`src/rtl/shot_logic.sv`:
```
// Player shot generator: launches a shot from the player's position on a fire edge,
// moves it upward each frame in 1/64-pixel fixed point, and reports hits followed by a reload cooldown.
module shot_logic #(
  parameter int INITIAL_Y       = 400,
  parameter int PLAYER_WIDTH    = 32,
  parameter int SHOT_WIDTH      = 4,
  parameter int BASE_STEP       = 256,
  parameter int SPEED_STEP      = 64,
  parameter int COOLDOWN_FRAMES = 8
) (
  input  logic                     clk,
  input  logic                     resetN,
  input  logic                     startOfFrame,
  input  logic                     fire,
  input  logic signed [10:0]       player_x,
  input  logic                     collision,
  input  logic        [1:0]        speed,
  output logic                     active,
  output logic                     hit,
  output logic signed [1:0][10:0]  coordinate
);

  // state    | meaning
  // IDLE     | waiting for a fire edge; shot not drawn
  // FLYING   | shot in flight, moving up once per frame
  // COOLDOWN | shot consumed or left screen; reload delay running

  typedef enum logic [1:0] {
    IDLE     = 2'd0,
    FLYING   = 2'd1,
    COOLDOWN = 2'd2
  } state_t;

  localparam int                 CW     = $clog2(COOLDOWN_FRAMES + 1);
  localparam logic        [16:0] Y_INIT = 17'(INITIAL_Y * 64);
  localparam logic signed [12:0] X_OFS  = 13'(PLAYER_WIDTH / 2 - SHOT_WIDTH / 2);
  localparam logic signed [12:0] X_MAX  = 13'(639 - SHOT_WIDTH);

  state_t            r_state;
  state_t            w_next;
  logic              r_fire_d;
  logic              r_hit;
  logic [CW-1:0]     r_cnt;
  logic [16:0]       r_x;
  logic [16:0]       r_y;

  logic              w_fire_edge;
  logic [16:0]       w_step;
  logic signed [12:0] w_cx;
  logic [16:0]       w_launch_x;
  logic              w_top_exit;

  assign w_fire_edge = fire && !r_fire_d;
  assign w_step      = 17'(BASE_STEP + SPEED_STEP * int'(speed));
  assign w_cx        = $signed({{2{player_x[10]}}, player_x}) + X_OFS;
  assign w_top_exit  = startOfFrame && (r_y < w_step);

  always_comb begin
    w_launch_x = '0;
    if (w_cx < 0)
      w_launch_x = '0;
    else if (w_cx > X_MAX)
      w_launch_x = {X_MAX[10:0], 6'd0};
    else
      w_launch_x = {w_cx[10:0], 6'd0};
  end

  // state register
  always_ff @(posedge clk) begin
    if (!resetN)
      r_state <= IDLE;
    else
      r_state <= w_next;
  end

  // next-state logic
  always_comb begin
    w_next = r_state;
    case (r_state)
      IDLE:     if (w_fire_edge) w_next = FLYING;
      FLYING: begin
        // a collision wins over a same-cycle frame tick
        if (collision)       w_next = COOLDOWN;
        else if (w_top_exit) w_next = COOLDOWN;
      end
      COOLDOWN: if (startOfFrame && r_cnt <= CW'(1)) w_next = IDLE;
      default:  w_next = IDLE;
    endcase
  end

  // output decode
  always_comb begin
    active = 1'b0;
    if (r_state == FLYING) active = 1'b1;
  end

  assign hit        = r_hit;
  assign coordinate = {r_y[16:6], r_x[16:6]};

  // datapath: edge detect, position, cooldown counter, hit pulse
  always_ff @(posedge clk) begin
    if (!resetN) begin
      r_fire_d <= 1'b0;
      r_hit    <= 1'b0;
      r_cnt    <= '0;
      r_x      <= '0;
      r_y      <= Y_INIT;
    end else begin
      r_fire_d <= fire;
      r_hit    <= (r_state == FLYING) && collision;
      case (r_state)
        IDLE: begin
          if (w_fire_edge) begin
            r_x <= w_launch_x;
            r_y <= Y_INIT;
          end
        end
        FLYING: begin
          if (collision || w_top_exit)
            r_cnt <= CW'(COOLDOWN_FRAMES);
          else if (startOfFrame)
            r_y <= r_y - w_step;
        end
        COOLDOWN: begin
          if (startOfFrame && r_cnt != '0)
            r_cnt <= r_cnt - CW'(1);
        end
        default: ;
      endcase
    end
  end

endmodule

```
`config.mk`:
```
export PLATFORM = sky130hd
export DESIGN_NAME = shot_logic
export DESIGN_NICKNAME = d
export VERILOG_FILES = /design/src/rtl/shot_logic.sv
export SDC_FILE = /design/constraint.sdc
export NUM_CORES = 1
export LEC_CHECK = 0
export ABC_CLOCK_PERIOD_IN_PS = 6400
export CORE_ASPECT_RATIO = 0.8
export CORE_MARGIN = 10
export CORE_UTILIZATION = 40
export DETAILED_ROUTE_END_ITERATION = 16
export DONT_BUFFER_PORTS = 1
export GPL_TIMING_DRIVEN = 0
export PLACE_DENSITY = 0.63
export SLEW_MARGIN = 20
export SYNTH_ARGS = -nofsm -noshare
export SYNTH_HDL_FRONTEND = slang
export SYNTH_SLANG_ARGS = --single-unit
export TNS_END_PERCENT = 100
```
`constraint.sdc`:
```
create_clock -name clk -period 6.4 [get_ports clk]
set_clock_uncertainty 0.2 [all_clocks]
set_input_delay 0.96 -clock clk [delete_from_list [all_inputs] [get_ports clk]]
set_output_delay 0.96 -clock clk [all_outputs]
set_load 0.03 [all_outputs]
```
==> key figures <==
Routing
  – DR WL/cell: 15.1 µm
  – Antenna-violating nets left: 0
  – Total length of routed met3 wires: approximately 350 µm
  – DRC Markers: 0
  – DRT Wirelength: slightly above 4000 µm
  – Met2 wirelength from detailed routing: ~1800 µm
  – Detailed router's first-iteration violation count: 79
  – M1 WL: 2000 µm
  – Via count: 1500
  – Avg Vias per Cell: ~5.5
  – Highest layer used for signal routing: met4
  – TritonRoute pass-1 iters: 4

Die
  – Die Span Y: between 70 and 80 µm
  – Core Area: around 0.0042 mm²
  – Std-Cell Rows: 21
  – Full die area: 0.00733 mm²
  – Die Wd: 93.3 µm
  – Ports: 42
  – Starting Density: 0.411

Setup path
  – Ordered cell list for the critical path: inv_1 > ha_1 > nor2b_1 > o21ai_0 > nand3_1 > a31oi_1 > buf_2 > nor4_1 > mux2i_1
  – Register-to-register setup slack: around 3500 ps
  – Required time worst endpoint: roughly 6400 ps
  – Data arrival time of the critical path: just over 3000 ps
  – Number of cells on the worst reg-to-reg path: 8
  – Endpoint class of the critical path: register
  – R2R Path End: r_y[12]
  – Maximum fanout count along the critical path: 10
  – Maximum single-stage delay on the critical path: ~430 ps
  – Worst setup path start: speed[1]
  – Critical path launch point type: input port
  – Worst Path Class, Setup: in -> reg
  – Critical Path Sink: r_y[12]
  – Launch point of the worst reg-to-reg path: r_y[7]
  – Critical path's slowest cell: sky130_fd_sc_hd__o21ai_0

Clock network
  – # H-tree levels: 2
  – Cts repair resizes: 0
  – Later-pin clock latency in the skew report: 280 ps
  – CTS buffer count: 5
  – Clock transition at path regs: 70 ps
  – Clk Tree Root Cell: sky130_fd_sc_hd__clkbuf_8
  – Cts-stage hold buffer count: 0
  – Clock sinks: 30
  – CTS tree: done
  – Post-CTS Setup Inserts: 0
  – Maximum buffer depth of the clock tree: 2

Timing
  – Final-layout worst hold slack: between 200 and 300 ps
  – Final setup violating endpoints: 0
  – Count of final hold-check violations: 0
  – Unrepaired setup endpoints after global routing: false
  – Crit share post-route: 0.477
  – Peak Freq: 0.328 GHz
  – Fin. max-slew vios: 0
  – Summed negative setup slack over all endpoints: 0 ps
  – Worst-case headroom to the max-slew limit: 0.607
  – Final Critical Period: slightly above 3000 ps
  – Tightest Pin Transition: approximately 590 ps

GRT
  – Pin count of the biggest net entering global routing: 11
  – Overflow left after global routing: 0
  – First-pass GRT wire length: roughly 7000 µm
  – Antenna violations before repair: 0
  – Via count of the first global-routing pass: ~1400
  – Global-route total usage across every layer: 0.115

Layout
  – Ratio of cells with drive above 1 in the final layout: 0.0826
  – Signed area change from the synthesized netlist to the final layout: 9.69%
  – Count of filler cells inserted in the layout: between 400 and 500
  – Area of the multi-input gates: 0.00105 mm²
  – Antenna cell count: 0
  – Register area: 601 µm²
  – Layout net count: between 200 and 250

Synthesis
  – Mapped Nets: 237
  – Average cell area after synthesis: between 8 and 9 µm²
  – Main flop type after synthesis: sky130_fd_sc_hd__dfxtp_1
  – Part of the Yosys area used for sequential elements: 0.350
  – Async SR Flop Fraction: 0
  – Flip-flop and latch count after synthesis: 30
  – Number of enable flip-flop cells after synthesis: 0
  – Gate count of the mapped netlist: 210
  – Syn. warnings: 0
  – Count of unique library cells instantiated by Yosys: 45
  – Synth Cell Area: about 0.0017 mm²

Power and ir drop
  – Power after layout: between 0.0004 and 0.0005 W
  – Total leakage power: ~0.67 nW
  – Maximum VDD drop: between 100 and 150 µV
  – Power per cell area: 253 mW/mm²

Placed design
  – Weighted congestion at the end of routability-driven global placement: around 0.81
  – Number of input and output port buffers inserted: 0
  – Half-perimeter wire length after placement: around 3400 µm

Outcome
  – Result of the run: completed

Run
  – Number of maximum-capacitance violations: 0

Worst hold path
  – Hold Path Class: reg -> reg
[Yosys cell counts (2+ instances only)]
cell / n / share of area
sky130_fd_sc_hd__dfxtp_1: 30 / 0.35
sky130_fd_sc_hd__nand2_1: 26 / 0.057
sky130_fd_sc_hd__a21oi_1: 20 / 0.058
sky130_fd_sc_hd__o21ai_0: 15 / 0.044
sky130_fd_sc_hd__inv_1: 14 / 0.031
sky130_fd_sc_hd__nor2_1: 9 / 0.020
sky130_fd_sc_hd__ha_1: 8 / 0.058
sky130_fd_sc_hd__nand3_1: 8 / 0.023
sky130_fd_sc_hd__or4_1: 6 / 0.026
sky130_fd_sc_hd__o31ai_1: 5 / 0.022
sky130_fd_sc_hd__or3_1: 5 / 0.018
sky130_fd_sc_hd__nor2b_1: 4 / 0.015
sky130_fd_sc_hd__xnor2_1: 4 / 0.020
sky130_fd_sc_hd__a211oi_1: 3 / 0.013
sky130_fd_sc_hd__clkbuf_1: 3 / 0.0066
sky130_fd_sc_hd__mux2i_1: 3 / 0.017
sky130_fd_sc_hd__nand3b_1: 3 / 0.013
sky130_fd_sc_hd__nor3_1: 3 / 0.0087
sky130_fd_sc_hd__nor4_1: 3 / 0.011
sky130_fd_sc_hd__or2_2: 3 / 0.011
sky130_fd_sc_hd__a21boi_0: 2 / 0.0087
sky130_fd_sc_hd__a31oi_1: 2 / 0.0073
sky130_fd_sc_hd__and2_1: 2 / 0.0073
sky130_fd_sc_hd__and3_1: 2 / 0.0073
sky130_fd_sc_hd__nand2b_1: 2 / 0.0073
sky130_fd_sc_hd__nand4_1: 2 / 0.0073
sky130_fd_sc_hd__nor4b_1: 2 / 0.010
sky130_fd_sc_hd__o21ai_1: 2 / 0.0058
sky130_fd_sc_hd__o221a_2: 2 / 0.013
sky130_fd_sc_hd__xor2_1: 2 / 0.010
[per-stage QoR]
step,utilization,std cells,cell area [µm²],setup slack (ps)
6_report,0.451,275,1880,3350
5_1_grt,0.451,275,1880,3180
4_1_cts,0.451,275,1880,3410
3_5_place_dp,0.428,267,1790,3110
3_3_place_gp,0.428,267,1790,3120
2_1_floorplan,-,210,1720,3490
[logic make-up (layout without fill, tap and decap cells)]
family                     Yosys count  in the layout  synth area share
and+or+nand+nor                     84             84             0.262
muxes                                3              3            0.0175
xor gates and xnor gates             6              6            0.0306
AOI/OAI and AO/OA                   60             60             0.230
DFF                                 30             30             0.350
adders and majority gates            9              9            0.0699
buffers and inverters               18             26            0.0401
[cell type report]
cell class | count | share of cell area
clock inverter | 2 | 0.00664
multi-input combinational | 162 | 0.556
inverter | 14 | 0.0279
buffer | 4 | 0.00863
tap | 57 | 0.0378
sequential | 30 | 0.319
clock buffer | 6 | 0.0438
[critical path: cells and delay by family]
kind            cells  cell delay (ps)
mux                 1              140
buf+inv             2              340
fa+ha+maj           1              280
simple gates        3              440
compound gates      2              850
[power by group]
group / total [W] / internal [W] / leakage, nW / switching [W]
clock network: 0.000158 / 0.0000863 / 0.0472 / 0.0000712
logic: 0.0000904 / 0.0000349 / 0.381 / 0.0000556
registers: 0.000228 / 0.000199 / 0.244 / 0.0000297
total: 0.000476 / 0.000320 / 0.672 / 0.000156
[flip-flops by register name, indices dropped and copies added, names as in the netlist]
register,flops
r_x,11
r_y,11
r_cnt,4
r_state,2
hit,1
r_fire_d,1
[how the worst min path moves through the flow]
stage | from | end | cells past startpoint
floorplan | r_state[1] | r_state[1] | 2
global placement | r_state[1] | r_state[1] | 2
detailed placement | r_state[1] | r_state[1] | 2
CTS | r_state[1] | r_state[1] | 2
global route | r_cnt[0] | r_cnt[0] | 1
finish | r_state[1] | r_state[1] | 2
[routing by layer]
metal  up-vias  track usage
li1        782            -
met1       673        0.155
met2        40        0.163
met3         5       0.0475
met4         0       0.0323
met5         -            0
[cell usage in the layout, fill, tap and decap left out, types with 3 or more instances in the layout]
master,n
sky130_fd_sc_hd__nor2_1,9
sky130_fd_sc_hd__o21ai_0,15
sky130_fd_sc_hd__a21oi_1,20
sky130_fd_sc_hd__xnor2_1,4
sky130_fd_sc_hd__inv_1,14
sky130_fd_sc_hd__ha_1,8
sky130_fd_sc_hd__clkbuf_8,6
sky130_fd_sc_hd__or2_2,3
sky130_fd_sc_hd__or3_1,5
sky130_fd_sc_hd__or4_1,6
sky130_fd_sc_hd__nand2_1,26
sky130_fd_sc_hd__o31ai_1,5
sky130_fd_sc_hd__nand3b_1,3
sky130_fd_sc_hd__a211oi_1,3
sky130_fd_sc_hd__nor3_1,3
sky130_fd_sc_hd__clkbuf_1,3
sky130_fd_sc_hd__nand3_1,8
sky130_fd_sc_hd__mux2i_1,3
sky130_fd_sc_hd__nor2b_1,4
sky130_fd_sc_hd__nor4_1,3
sky130_fd_sc_hd__dfxtp_1,30
No activity file was read; power rests on OpenSTA's default activity.
